===== src/rtl/mem_arb_pkg.sv =====
// mem_arb_pkg: shared types for the unified memory port arbiter.
package mem_arb_pkg;
    typedef enum logic {ST_IDLE, ST_BUSY} arb_state_t;
    typedef enum logic {P0, P1} port_t;
    localparam int CNT_W = 4;
endpackage


===== src/rtl/rr_arb2.sv =====
// rr_arb2: 2-way round-robin grant; on a tie the port that did not win last time wins.
module rr_arb2
    import mem_arb_pkg::*;
(
    input  logic [1:0] req,
    input  port_t      last,
    output logic [1:0] gnt
);
    assign gnt = (&req) ? ((last == P0) ? 2'b10 : 2'b01) : req;
endmodule


===== src/rtl/mem_port_arbiter.sv =====
// mem_port_arbiter: shares one memory port between instruction fetch (p0) and load/store (p1),
// one transaction in flight, round-robin, fixed read latency.
module mem_port_arbiter
    import mem_arb_pkg::*;
#(
    parameter int AW      = 32,
    parameter int DW      = 32,
    parameter int MEM_LAT = 1
) (
    input  logic          clk,
    input  logic          rst,
    input  logic          p0_req,
    input  logic [AW-1:0] p0_addr,
    output logic          p0_gnt,
    output logic          p0_done,
    output logic [DW-1:0] p0_rdata,
    input  logic          p1_req,
    input  logic          p1_we,
    input  logic [AW-1:0] p1_addr,
    input  logic [DW-1:0] p1_wdata,
    output logic          p1_gnt,
    output logic          p1_done,
    output logic [DW-1:0] p1_rdata,
    output logic [AW-1:0] mem_addr,
    output logic          mem_we,
    output logic [DW-1:0] mem_wdata,
    input  logic [DW-1:0] mem_rdata
);
    arb_state_t       state, state_nxt;
    port_t            last, port_l;
    logic             we_l, take, fin, busy;
    logic [AW-1:0]    addr_l;
    logic [DW-1:0]    wdata_l;
    logic [CNT_W-1:0] cnt;
    logic [1:0]       g;

    rr_arb2 u_rr (.req({p1_req, p0_req}), .last(last), .gnt(g));

    // Grants are suppressed during reset so no request is accepted and then lost.
    assign busy = state == ST_BUSY;
    assign take = !busy && !rst && |g;
    assign fin  = busy && !rst && cnt == '0;

    always_ff @(posedge clk) begin
        if (rst) state <= ST_IDLE;
        else     state <= state_nxt;
    end

    always_comb state_nxt = take ? ST_BUSY : (fin ? ST_IDLE : state);

    always_ff @(posedge clk) begin
        if (rst) begin
            last    <= P0;
            port_l  <= P0;
            we_l    <= 1'b0;
            addr_l  <= '0;
            wdata_l <= '0;
            cnt     <= '0;
        end else if (take) begin
            last    <= port_t'(g[1]);
            port_l  <= port_t'(g[1]);
            we_l    <= g[1] & p1_we;
            addr_l  <= g[1] ? p1_addr : p0_addr;
            wdata_l <= g[1] ? p1_wdata : '0;
            cnt     <= (g[1] & p1_we) ? '0 : CNT_W'(MEM_LAT - 1);
        end else if (busy && cnt != '0) begin
            cnt <= cnt - 1'b1;
        end
    end

    // Writes occupy a single BUSY cycle, so mem_we is high exactly once per write.
    always_comb begin
        p0_gnt    = take & g[0];
        p1_gnt    = take & g[1];
        mem_addr  = busy ? addr_l : '0;
        mem_wdata = busy ? wdata_l : '0;
        mem_we    = busy & we_l;
        p0_done   = fin & (port_l == P0);
        p1_done   = fin & (port_l == P1);
        p0_rdata  = p0_done ? mem_rdata : '0;
        p1_rdata  = (p1_done & !we_l) ? mem_rdata : '0;
    end
endmodule

===== config.mk =====
export PLATFORM = sky130hd
export DESIGN_NAME = mem_port_arbiter
export DESIGN_NICKNAME = d
export VERILOG_FILES = /design/src/rtl/mem_arb_pkg.sv /design/src/rtl/rr_arb2.sv /design/src/rtl/mem_port_arbiter.sv
export SDC_FILE = /design/constraint.sdc
export NUM_CORES = 1
export LEC_CHECK = 0
export CORE_MARGIN = 5
export CORE_UTILIZATION = 34
export CTS_CLUSTER_DIAMETER = 120
export DETAILED_ROUTE_END_ITERATION = 7
export PLACE_DENSITY = 0.81
export SETUP_SLACK_MARGIN = 0.4
export SLEW_MARGIN = 10
export SYNTH_ARGS = -nofsm -noshare
export SYNTH_HDL_FRONTEND = slang
export SYNTH_SLANG_ARGS = --single-unit

===== constraint.sdc =====
create_clock -name clk -period 2.5 [get_ports clk]
set_input_delay 0.75 -clock clk [delete_from_list [all_inputs] [get_ports clk]]
set_output_delay 0.75 -clock clk [all_outputs]
set_load 0.005 [all_outputs]

Word level (Yosys, flattened, before mapping):

Cells that the tools add are included.

* bits of input ports: 133
* flip-flop bits (word level): 71
* logic and storage cells: 39

* mux-type cells: 10
* add/subtract/negate cells: 1
* reduce and logical (&&, ||, !) cells: 14
* bitwise operators: 8

Operators by type and width (number)
* two-way mux 32 bit: 6
* bitwise AND 1 bit: 7
* logical AND 1 bit: 5
* zero test 4 bit: 1
* two-way mux 2 bit: 2
* nonzero test 4 bit: 1
* OR reduction 2 bit: 2
* subtractor 4 x 1 -> 4 bit, second input constant: 1
* zero test 1 bit: 3
* two-way mux 1 bit: 2
* AND reduction 2 bit: 1
* nonzero test 2 bit: 1
* NOT 1 bit: 1

Longest topological paths before layout:

Gate-level depths: netlist (run 1).

* word-level depth: 6
* mapped depth: 6
* depth with buffers taken out: 5

Modules after synthesis:

A second synthesis (run 1) with hierarchy kept.

* cell total of the unflattened synthesis: 380
* area, all modules: 3688.5 sq um

By module, submodules not included
* mem_port_arbiter: sequential area each 1421.4 sq um, area each 3669.8 sq um, cells an instance 377, instances 1
* rr_arb2: sequential area each 0.0 sq um, area each 18.8 sq um, cells an instance 3, instances 1

Worst setup path after synthesis (run 1):

OpenSTA, ideal clock, no wires.

* path kind: input port to output port
* from: input port rst
* to: output port p1_rdata[10]
* slack: 0.069 ns
* arrival: 1.681 ns
* path buffers: 1
* cell stages on the path: 4
* cells stage by stage: nand4bb_4 -> nor4b_4 -> clkbuf_1 -> and2_1

* cells in the longest elaborated chain, start to end: 6

Ends and longest elaborated chain
* start, declared: line mem_port_arbiter.sv:11 `input logic rst,`
* zero test 1 bit: line mem_port_arbiter.sv:42 `assign fin = busy && !rst && cnt == '0;`
* logical AND 1 bit (2 in series): line mem_port_arbiter.sv:42
* bitwise AND 1 bit: line mem_port_arbiter.sv:79 `p1_done = fin & (port_l == P1);`
* bitwise AND 1 bit: line mem_port_arbiter.sv:81 `p1_rdata = (p1_done & !we_l) ? mem_rdata : '0;`
* two-way mux 32 bit: line mem_port_arbiter.sv:81
* end, declared: line mem_port_arbiter.sv:23 `output logic [DW-1:0] p1_rdata,`

No other way between the ends.

Worst setup path in the final report (run 1):

* from: input port rst
* to: output port p0_rdata[1]

* cells in the longest elaborated chain, start to end: 5

Ends and longest elaborated chain
* zero test 1 bit: line mem_port_arbiter.sv:42
* logical AND 1 bit (2 in series): line mem_port_arbiter.sv:42
* bitwise AND 1 bit: line mem_port_arbiter.sv:78 `p0_done = fin & (port_l == P0);`
* two-way mux 32 bit: line mem_port_arbiter.sv:80 `p0_rdata = p0_done ? mem_rdata : '0;`
* end, declared: line mem_port_arbiter.sv:16 `output logic [DW-1:0] p0_rdata,`

No other way between the ends.

==> run metrics, run 1 <==
master of the slowest instance on the critical path nand4bb_4; die outline width approximately 110 um; Post-synth EDFFs 0; GRT busiest layer met2; length in cells of the worst reg-to-reg path 10; Ys Warns 0; Final Hold Vio Count 0; clock insertion delay at the later pin of the skew report roughly 340 ps; max cap viols 0; Worst path top cell family by delay buffers and inverters; critical path startpoint category input port; path type of the worst setup path in2out; syn nets 502; final standard cell count with taps included and fillers excluded 840; Sequential Power Share between 30% and 40%; cell count after placement between 700 and 800; Clock Path Buffers 2; outcome finished with violations; final number of max-transition violations 0; Worst Skew roughly 11 ps; Placeable Area 10,200 sq um; RSZ-0062 raised after global routing true; maximum number of pins on one net before global-route repair between 60 and 70; worst setup margin -300 ps; Seq/Total Area, Yosys 40.3%; violations in the final reports setup timing; total track usage around 25%; multi-input combinational cell area 2300 sq um; number of clock sinks just over 70; remaining global-route overflow 0; # IOs ~270; Avg Cell Area, Syn 9.62 sq um; count of different cell masters after synthesis 31; filler instances just under 600; clock slew at the register clock pins of the worst setup and hold paths approximately 70 ps; predominant post-synthesis flop cell dfxtp_1; vias in the first global route between 4,000 and 5,000; number of antenna violations at the first check in global routing 1; met1 routing resource usage after global routing 26.7%; CTS tree built; worst IR drop on VDD between 0.0003 and 0.0004 V; Util after Layout 79.1%; CP dominant cell by count buf_6; router iterations before antenna repair 4; global-route wire length before repair roughly 25 mm; area leader, netlist dfxtp_1; number of H-tree levels 3; Buffers on Ports about 270; signed area change from the synthesized netlist to the final layout 129%; Finish-stage setup viols 67; share of final-layout standard cells stronger than drive strength 1 54.6%; main area contributors after synthesis dfxtp_1, and2_1, a221o_1; static leakage power 3.55 nW; Internal between 0.002 and 0.0025 W; post-synth design cell area 3530 sq um; worst hold-check path type reg2reg; highest clock frequency the design can meet about 360 MHz; routed length per instance roughly 22 um; Die Span Y 112 um; antenna viol nets, final 0; Post-synth ARST share 0%; Slew @ Worst Pin roughly 500 ps; Synth top area share 40.3%; Iteration-0 DRC Markers roughly 260; type of element capturing the critical path primary output; Post-route DRC 0; synthesized flop and latch total 71; Initial Utilization 34.5%; CTS Root Buffer Type clkbuf_8; total of hold buffers inserted after clock tree synthesis 0; Gate power share between 30% and 40%; shortest period the worst path allows 2800 ps; Crit path buffers/inverters 6; Vias between 4,000 and 5,000; critical path, cell by cell buf_8, nand4bb_4, buf_6, nor3_4, buf_6, buf_12, clkbuf_16, and2_4, buf_6; count of mapped cells out of synthesis ~370; number of cells on the critical path 9; per-cell via count in the routed design 5.20; PD cells 405 nW/um^2; gp weighted congestion just under 1; HPWL reported at the end of detailed placement roughly 11 mm; relative contribution of the clock network to total power a little under a third; met2 Resource Use GR a little under half; cell with the most instances after synthesis and2_1; number of buffers created by CTS 9; required time worst endpoint approximately 1800 ps; met3 Use GR under 10%; row cnt 37; Rel. slew slack approximately two thirds; wire length after detailed routing approximately 18 mm; arrival time at the worst endpoint 2050 ps; crit-path max cell delay 210 ps; list of most frequent post-synthesis cells and2_1, dfxtp_1, nor3b_1; part of the cycle the worst path needs 112%; area taken by flip-flops and latches 1430 sq um; die area approximately 13,000 sq um; largest fanout on the critical path 8; switching share of power between 20% and 30%; number of stages on the worst hold path 1; Sw Pwr roughly 0.00083 W; Post-layout nets between 800 and 900
-- sequential cells by signal (all words and copies together), names as in the netlist --
signal   cells
addr_l      32
port_l       1
we_l         1
cnt          4
busy         1
wdata_l     32
-- per-stage QoR --
stage	setup WS (ps)	total power, W	setup TNS (ps)	hold slack [ps]	area (sq um)
2_1_floorplan	171	0.00152	0	434	3560
6_report	-300	0.00328	-14340	484	8100
4_1_cts	-315	0.00312	-13620	472	7260
5_1_grt	-383	0.00340	-18030	505	8100
3_3_place_gp	-851	0.00192	-74890	448	6420
3_5_place_dp	-894	0.00193	-75630	449	6420
-- cells by family (layout without fill, tap and decap cells) --
logic type | count (synthesis) | in the layout | share of synthesized area [%]
flip-flops | 71 | 71 | 40.3
buffers and inverters | 40 | 376 | 5.28
AND/OR/NAND/NOR | 177 | 177 | 33.6
other | 0 | 1 | 0
adder cells (fa/ha/maj) | 2 | 2 | 0.709
AO/OA/AOI/OAI | 76 | 76 | 19.9
multiplexers | 1 | 1 | 0.284
-- path summary, 6_finish.rpt --
check / from / endpoint / slack, ps
max: rst / p0_rdata[1] / -300
max reg2reg: busy / addr_l[28] / 480
min reg2reg: wdata_l[7] / wdata_l[7] / 480
min: wdata_l[7] / wdata_l[7] / 480
-- layout by cell type, fill, tap and decap left out, types with 5 or more instances in the layout --
| cell type | instances |
|---|---|
| clkdlybuf4s50_1 | 129 |
| and2_4 | 118 |
| dfxtp_1 | 69 |
| buf_6 | 157 |
| nor3b_1 | 32 |
| buf_2 | 11 |
| a22o_1 | 33 |
| nor3b_2 | 8 |
| clkbuf_8 | 10 |
| buf_16 | 9 |
| buf_12 | 9 |
| buf_4 | 28 |
| buf_8 | 5 |
| a221o_1 | 32 |
-- cell type report --
class	instances	area share (%)
Sequential cell	71	17.6
Tap cell	136	2.10
Clock buffer	11	1.75
Clock inverter	5	1.00
Antenna cell	1	0.0309
Timing Repair Buffer	355	48.8
Multi-Input combinational cell	256	28.5
Inverter	5	0.232
-- layer usage --
layer  share of wire (%)  vias up
met5                   0        -
met4                 3.8        0
met3                 6.3       54
met2                  54      243
met1                  36     2093
li1                    -     1976
-- power by group through the flow --
stage	clock network, W	registers (W)	logic (W)
after floorplan	0	0.00127	0.000251
after global placement	0	0.00127	0.000644
after detailed placement	0	0.00128	0.000656
after CTS	0.00105	0.00126	0.000818
after global routing	0.00110	0.00127	0.00103
final	0.00103	0.00126	0.000985
-- what timing repair did --
action                     4_1_cts  5_1_grt
cloned                          11        4
pin swaps                       34       23
setup endpoints to repair      199      195
setup buffers                   36       16
gates resized for setup        646      210
No activity file was read; power rests on OpenSTA's default activity.
==> run 2: changes to the inputs <==
- CELL_PAD_IN_SITES_DETAIL_PLACEMENT: default -> 1
- CELL_PAD_IN_SITES_GLOBAL_PLACEMENT: default -> 2
- CORE_UTILIZATION: 34 -> 18
- PLACE_DENSITY: 0.81 -> default
- PLACE_DENSITY_LB_ADDON: default -> 0.15
==> run 2 against run 1 <==
Compared with the run above: the run still ends with setup timing left; final area rose by 9.3%; die area increased by 80%; clock power grew 47%; utilization decreased by 34 points; final cell count grew 16%; register-to-register slack worse by 200 ps; sequential cell count is the same; routed wire length grew 5.8%; first-iteration DRC count fell by 47%; critical path type unchanged; critical endpoint is now p1_rdata[28].
==> run metrics, run 2 (synthesized netlist as in run 1, its figures left out) <==
largest registers addr_l x32, wdata_l x32, cnt x4 (unchanged); met2 Resource Use GR 27.9% (was 46.6%); final number of max-transition violations 0 (unchanged); Buffers on Ports 265 (unchanged); static leakage power 3.78 nW (was 3.55 nW); CTS Root Buffer Type clkbuf_16 (was clkbuf_8); multi-input combinational cell area 2520 sq um (was 2300 sq um); number of buffers created by CTS 9 (unchanged); area taken by flip-flops and latches 1430 sq um (about the same); die outline width 150 um (was 112 um); vias in the first global route 4,421 (was 4,381); GRT busiest layer met2 (unchanged); Final Hold Vio Count 0 (unchanged); highest clock frequency the design can meet 361 MHz (was 357 MHz); Post-route DRC 0 (unchanged); worst IR drop on VDD 0.000281 V (was 0.000312 V); crit-path max cell delay 250 ps (was 210 ps); CTS tree built (unchanged); row cnt 51 (was 37); signed area change from the synthesized netlist to the final layout 151% (was 129%); cell count after placement 885 (was 756); # IOs 266 (unchanged); met3 Use GR 6.18% (was 6.30%); per-cell via count in the routed design 4.40 (was 5.20); Initial Utilization 18.2% (was 34.5%); shortest period the worst path allows 2770 ps (was 2800 ps); outcome finished with violations (unchanged); Crit path buffers/inverters 6 (unchanged); Worst Skew 12.0 ps (was 11.5 ps); worst setup margin -272 ps (was -300 ps); antenna viol nets, final 0 (unchanged); Rel. slew slack 68.5% (was 65.8%); critical path startpoint category input port (unchanged); leading cell type in the layout, fill and taps excluded buf_6 (unchanged); number of H-tree levels 3 (unchanged); violations in the final reports setup timing (unchanged); total power of the final layout 0.00386 W (was 0.00328 W); final standard cell count with taps included and fillers excluded 972 (was 840); required time worst endpoint 1750 ps (about the same); filler instances 2,076 (was 584); commonest cells after routing, fill and taps aside buf_6, clkdlybuf4s50_1, and2_4, dfxtp_1, a22o_1 (unchanged); CP dominant cell by count buf_6 (unchanged); total track usage 15.4% (was 24.8%); die area 22,500 sq um (was 12,500 sq um); met1 routing resource usage after global routing 16.8% (was 26.7%); wire length after detailed routing 19.6 mm (was 18.5 mm); clock insertion delay at the later pin of the skew report 340 ps (about the same); type of element capturing the critical path primary output (unchanged); router iterations before antenna repair 4 (unchanged); path type of the worst setup path in2out (unchanged); Post-layout nets 838 (was 833); number of clock sinks 71 (unchanged); share of final-layout standard cells stronger than drive strength 1 59.1% (was 54.6%); critical path, cell by cell buf_6, nand4bb_4, nor4b_4, buf_4, buf_6, buf_8, buf_12, and2_4, buf_6 (was buf_8, nand4bb_4, buf_6, nor3_4, buf_6, buf_12, clkbuf_16, and2_4, buf_6); gp weighted congestion 0.700 (was 0.983); RSZ-0062 raised after global routing true (unchanged); largest fanout on the critical path 5 (was 8); HPWL reported at the end of detailed placement 11.7 mm (was 10.8 mm); master of the slowest instance on the critical path nor4b_4 (was nand4bb_4); part of the cycle the worst path needs 111% (was 112%); Post-Route Hold Slack 472 ps (was 484 ps); clock slew at the register clock pins of the worst setup and hold paths 50 ps (was 70 ps); max cap viols 0 (unchanged); Slew @ Worst Pin 461 ps (was 501 ps); arrival time at the worst endpoint 2020 ps (was 2050 ps); worst hold-check path type reg2reg (unchanged); Die Span Y 150 um (was 112 um); Iteration-0 DRC Markers 138 (was 258); routed length per instance 20.1 um (was 22.0 um); Worst path top cell family by delay buffers and inverters (unchanged); Finish-stage setup viols 68 (was 67); Antenna Cells 0 (was 1); remaining global-route overflow 0 (unchanged); global-route wire length before repair 26.6 mm (was 24.6 mm); maximum number of pins on one net before global-route repair 67 (unchanged); number of antenna violations at the first check in global routing 0 (was 1); Clock Path Buffers 2 (unchanged); Vias 4,280 (was 4,366); PD cells 436 nW/um^2 (was 405 nW/um^2); Placeable Area 19,400 sq um (was 10,200 sq um)
[run 2: path summary, 6_finish.rpt]
path | startpoint | end | slack (ps) | cells after the start
worst min register to register | wdata_l[21] | wdata_l[21] | 470 | 1
worst min-delay path | wdata_l[21] | wdata_l[21] | 470 | 1
worst max register to register | busy | addr_l[6] | 280 | 11
worst max-delay path | rst | p1_rdata[28] | -270 | 9
[run 2: layout make-up]
cell class,instances,share of cell area (%)
tap,265,3.75
clock inverter,5,1.20
sequential,71,16.1
multi-input combinational,257,28.4
timing repair buffer,359,47.6
clock buffer,10,2.70
inverter,5,0.212
[run 2: repair_timing]
item,CTS,global route
cloned,13,10
pin swaps,24,62
setup endpoints to repair,199,196
buffers inserted,40,9
hold endpoints to repair,0,0
resized for setup,730,171
hold buffers,0,0
[run 2: report_power, final]
group,internal (W),total [W],switching (W),leakage [nW]
registers,0.00122,0.00126,0.0000474,0.585
clock network,0.000998,0.00151,0.000516,0.165
logic,0.000714,0.00108,0.000368,3.03
[run 2: per-stage QoR]
| step | utilization (%) | worst slack, ps | instance area, sq um | setup TNS, ps |
|---|---|---|---|---|
| floorplan | - | 171 | 3560 | 0 |
| global placement | 34.0 | -808 | 6600 | -80990 |
| detailed placement | 34.0 | -815 | 6600 | -80630 |
| CTS | 40.4 | -363 | 7840 | -15860 |
| global route | 45.6 | -347 | 8850 | -16120 |
| finish | 45.6 | -272 | 8850 | -12300 |
[run 2: metal layers]
layer	wire (um)	up-vias
li1	-	1995
met2	10500	170
met1	7230	2100
met5	0	-
met3	1690	15
met4	190	0
==> run 3: changes to the inputs <==
- SLEW_MARGIN: 10 -> default
- SYNTH_HIERARCHICAL: default -> 1
==> run 3 against run 2 <==
Compared with the run above: the run still ends with setup timing left; power fell by 6.5%; combinational power rose by 5%; routed wire length rose by 6.1%; register-to-register slack improved by 230 ps; fmax fell by 6.0%; critical endpoint is now p1_rdata[26]; clock skew fell by 5.3 ps; critical path type unchanged; highest routed layer unchanged; die area rose by 4.2%; largest power group is now sequential cells.
==> run metrics, run 3 <==
Placeable Area 20,200 sq um (was 19,400 sq um); PD cells 420 nW/um^2 (was 436 nW/um^2); length in cells of the worst reg-to-reg path 9 (was 11); Final Hold Vio Count 0 (unchanged); maximum number of pins on one net before global-route repair 38 (was 67); Post-route DRC 0 (unchanged); Post-synth ARST share 0% (unchanged); CTS tree built (unchanged); largest registers addr_l x32, wdata_l x32, cnt x4 (unchanged); RSZ-0062 raised after global routing true (unchanged); highest signal layer in the routed design met4 (unchanged); worst setup margin -449 ps (was -272 ps); per-cell via count in the routed design 4.26 (was 4.40); Util after Layout 42.5% (was 45.6%); leading cell type in the layout, fill and taps excluded buf_6 (unchanged); number of antenna violations at the first check in global routing 1 (was 0); HPWL reported at the end of detailed placement 13.2 mm (was 11.7 mm); Post-synth EDFFs 0 (unchanged); area leader, netlist dfxtp_1 (unchanged); post-place instance area 6770 sq um (was 6600 sq um); Avg Cell Area, Syn 9.71 sq um (was 9.62 sq um); path type of the worst setup path in2out (unchanged); global-route wire length before repair 30.2 mm (was 26.6 mm); # IOs 266 (unchanged); routed length per instance 20.8 um (was 20.1 um); Rel. slew slack 72.8% (was 68.5%); end of the worst register-to-register path addr_l[30] (was addr_l[6]); highest clock frequency the design can meet 339 MHz (was 361 MHz); multiplexer share of the synthesized area 8.96% (was 0.284%); final number of max-transition violations 0 (unchanged); main area contributors after synthesis dfxtp_1, and2_1, mux2i_1 (was dfxtp_1, and2_1, a221o_1); part of the cycle the worst path needs 118% (was 111%); dominant combinational cell family by area after synthesis simple AND/OR/NAND/NOR gates (unchanged); Initial Utilization 18.2% (about the same); Vias 4,263 (was 4,280); Buffers on Ports 265 (unchanged); syn nets 515 (was 502); die area 23,500 sq um (was 22,500 sq um); static leakage power 3.76 nW (was 3.78 nW); gp weighted congestion 0.786 (was 0.700); remaining global-route overflow 0 (unchanged); Seq/Total Area, Yosys 38.5% (was 40.3%); worst-case register-to-register setup slack 510 ps (was 280 ps); relative contribution of the clock network to total power 33.2% (was 39.2%); Gate power share 31.2% (was 28.0%); fraction of the mapped netlist area in adder cells 0.678% (was 0.709%); Sequential Power Share 35.6% (was 32.7%); Slew @ Worst Pin 408 ps (was 461 ps); switching share of power 27.6% (was 24.1%); amount of wire on met3 after detailed routing 982 um (was 1.69 mm); CTS Root Buffer Type clkbuf_16 (unchanged); area taken by flip-flops and latches 1430 sq um (about the same); Finish-stage setup viols 65 (was 68); violations in the final reports setup timing (unchanged); post-synthesis compound-gate area fraction 18.5% (was 19.9%); routed metal-1 wirelength 7.66 mm (was 7.23 mm); number of H-tree levels 3 (unchanged); predominant post-synthesis flop cell dfxtp_1 (unchanged); Clock Path Buffers 2 (unchanged); worst setup path endpoint p1_rdata[26] (was p1_rdata[28]); Setup TNS Final -19,420 ps (was -12,300 ps); clock slew at the register clock pins of the worst setup and hold paths 60 ps (was 50 ps); cell with the most instances after synthesis and2_1 (unchanged); worst-case setup slack after placement -854 ps (was -815 ps); multi-input combinational cell area 2430 sq um (was 2520 sq um); row cnt 52 (was 51); count of different cell masters after synthesis 35 (was 31); Internal 0.00261 W (was 0.00293 W); worst hold-check path type reg2reg (unchanged); required time worst endpoint 1750 ps (about the same); synthesized flop and latch total 71 (unchanged); total power of the final layout 0.00361 W (was 0.00386 W); share of final-layout standard cells stronger than drive strength 1 54.9% (was 59.1%); vias in the first global route 4,735 (was 4,421); commonest cells after routing, fill and taps aside buf_6, clkdlybuf4s50_1, and2_4, dfxtp_1 (was buf_6, clkdlybuf4s50_1, and2_4, dfxtp_1, a22o_1); signed area change from the synthesized netlist to the final layout 133% (was 151%); fin area 8600 sq um (was 8850 sq um); CP startpoint rst (unchanged); Post-layout nets 859 (was 838); outcome finished with violations (unchanged); wire length after detailed routing 20.8 mm (was 19.6 mm); synthesized-area fraction occupied by xor and xnor cells 0% (unchanged); total of hold buffers inserted after clock tree synthesis 0 (unchanged); shortest period the worst path allows 2950 ps (was 2770 ps); antenna viol nets, final 0 (unchanged); Sw Pwr 0.000995 W (was 0.000931 W); Synth top area share 38.5% (was 40.3%); launch instance of the worst register-to-register path busy (unchanged); number of clock sinks 71 (unchanged); number of buffers created by CTS 9 (unchanged); router iterations before antenna repair 4 (unchanged); Ys Warns 6 (was 0); die outline width 153 um (was 150 um); critical path startpoint category input port (unchanged); largest fanout on the critical path 3 (was 5); worst IR drop on VDD 0.000356 V (was 0.000281 V); Worst Skew 6.73 ps (was 12.0 ps); filler instances 2,182 (was 2,076); arrival time at the worst endpoint 2200 ps (was 2020 ps); post-synth design cell area 3690 sq um (was 3530 sq um); Iteration-0 DRC Markers 112 (was 138); total track usage 16.7% (was 15.4%); met2 wire len 11.8 mm (was 10.5 mm); simple-gate area share of the yosys netlist 26.5% (was 33.6%); hold_sp addr_l[26] (was wdata_l[21]); type of element capturing the critical path primary output (unchanged); count of mapped cells out of synthesis 380 (was 367); clock insertion delay at the later pin of the skew report 340 ps (about the same); max cap viols 0 (unchanged); list of most frequent post-synthesis cells and2_1, dfxtp_1, a22o_1, mux2i_1, o2bb2ai_1 (was and2_1, dfxtp_1, nor3b_1); Die Span Y 153 um (was 150 um)
## run 3: cell types whose count changed after synthesis, sizes merged, moves of 2 or more
cell,previous run,this run
a221o,32,0
o2bb2ai,0,23
o211ai,0,9
buf,17,24
a21boi,0,2
o21ai,0,11
and3,0,2
nor2,6,3
nor3b,40,17
and2,121,113
or2,2,0
clkbuf,18,12
mux2i,1,33
inv,5,7
## run 3: cells by family (layout without fill, tap and decap cells)
family          Yosys count  after routing
compound gates           86             86
fa+ha+maj                 2              2
buf+inv                  43            392
flops                    71             71
mux                      33             33
other cells               0              1
simple gates            145            145
## run 3: routing by layer
layer  up-vias  global-route usage (%)
li1       2036                       -
met1      2081                    17.3
met2       129                    33.0
met3        17                    4.07
met4         0                    4.58
met5         -                       0
## run 3: power by group through the flow
| stage | sequential [W] | combinational (W) | clock, W |
|---|---|---|---|
| 3_3_place_gp | 0.00130 | 0.000747 | 0 |
| 4_1_cts | 0.00128 | 0.00102 | 0.00125 |
| 5_1_grt | 0.00130 | 0.00120 | 0.00129 |
| 2_1_floorplan | 0.00129 | 0.000317 | 0 |
| 6_report | 0.00129 | 0.00113 | 0.00120 |
| 3_5_place_dp | 0.00130 | 0.000758 | 0 |
## run 3: worst min-delay path by stage
| stage | end | slack [ps] | depth (start not counted) |
|---|---|---|---|
| floorplan | addr_l[31] | 420 | 1 |
| global placement | addr_l[7] | 440 | 1 |
| detailed placement | addr_l[8] | 440 | 1 |
| CTS | addr_l[23] | 460 | 1 |
| global route | addr_l[12] | 480 | 1 |
| finish | addr_l[26] | 460 | 1 |
## run 3: final cells by class
class                           count  area share (%)
Timing Repair Buffer              369            47.5
Clock inverter                      7           0.553
Inverter                            7           0.451
Clock buffer                        9            2.62
Sequential cell                    71            16.6
Antenna cell                        1          0.0291
Multi-Input combinational cell    266            28.3
Tap cell                          270            3.93
## run 3: per-stage QoR
stage	instances	hold slack [ps]
finish	1000	464
global route	1000	479
CTS	990	461
detailed placement	904	439
global placement	904	439
floorplan	380	424
## run 3: timing repair
action,4_1_cts,5_1_grt
pin swaps,40,30
endpoints found under the setup margin,204,170
buffers inserted,54,8
cloned,16,1
gates resized for setup,697,181
## run 3: critical path, cell delays in order
cell,delay (ps)
buf_6,90
nand4bb_4,200
buf_6,140
nor4b_4,290
buf_6,160
buf_6,90
buf_6,80
buf_6,90
buf_6,90
and2_4,130
buf_6,80
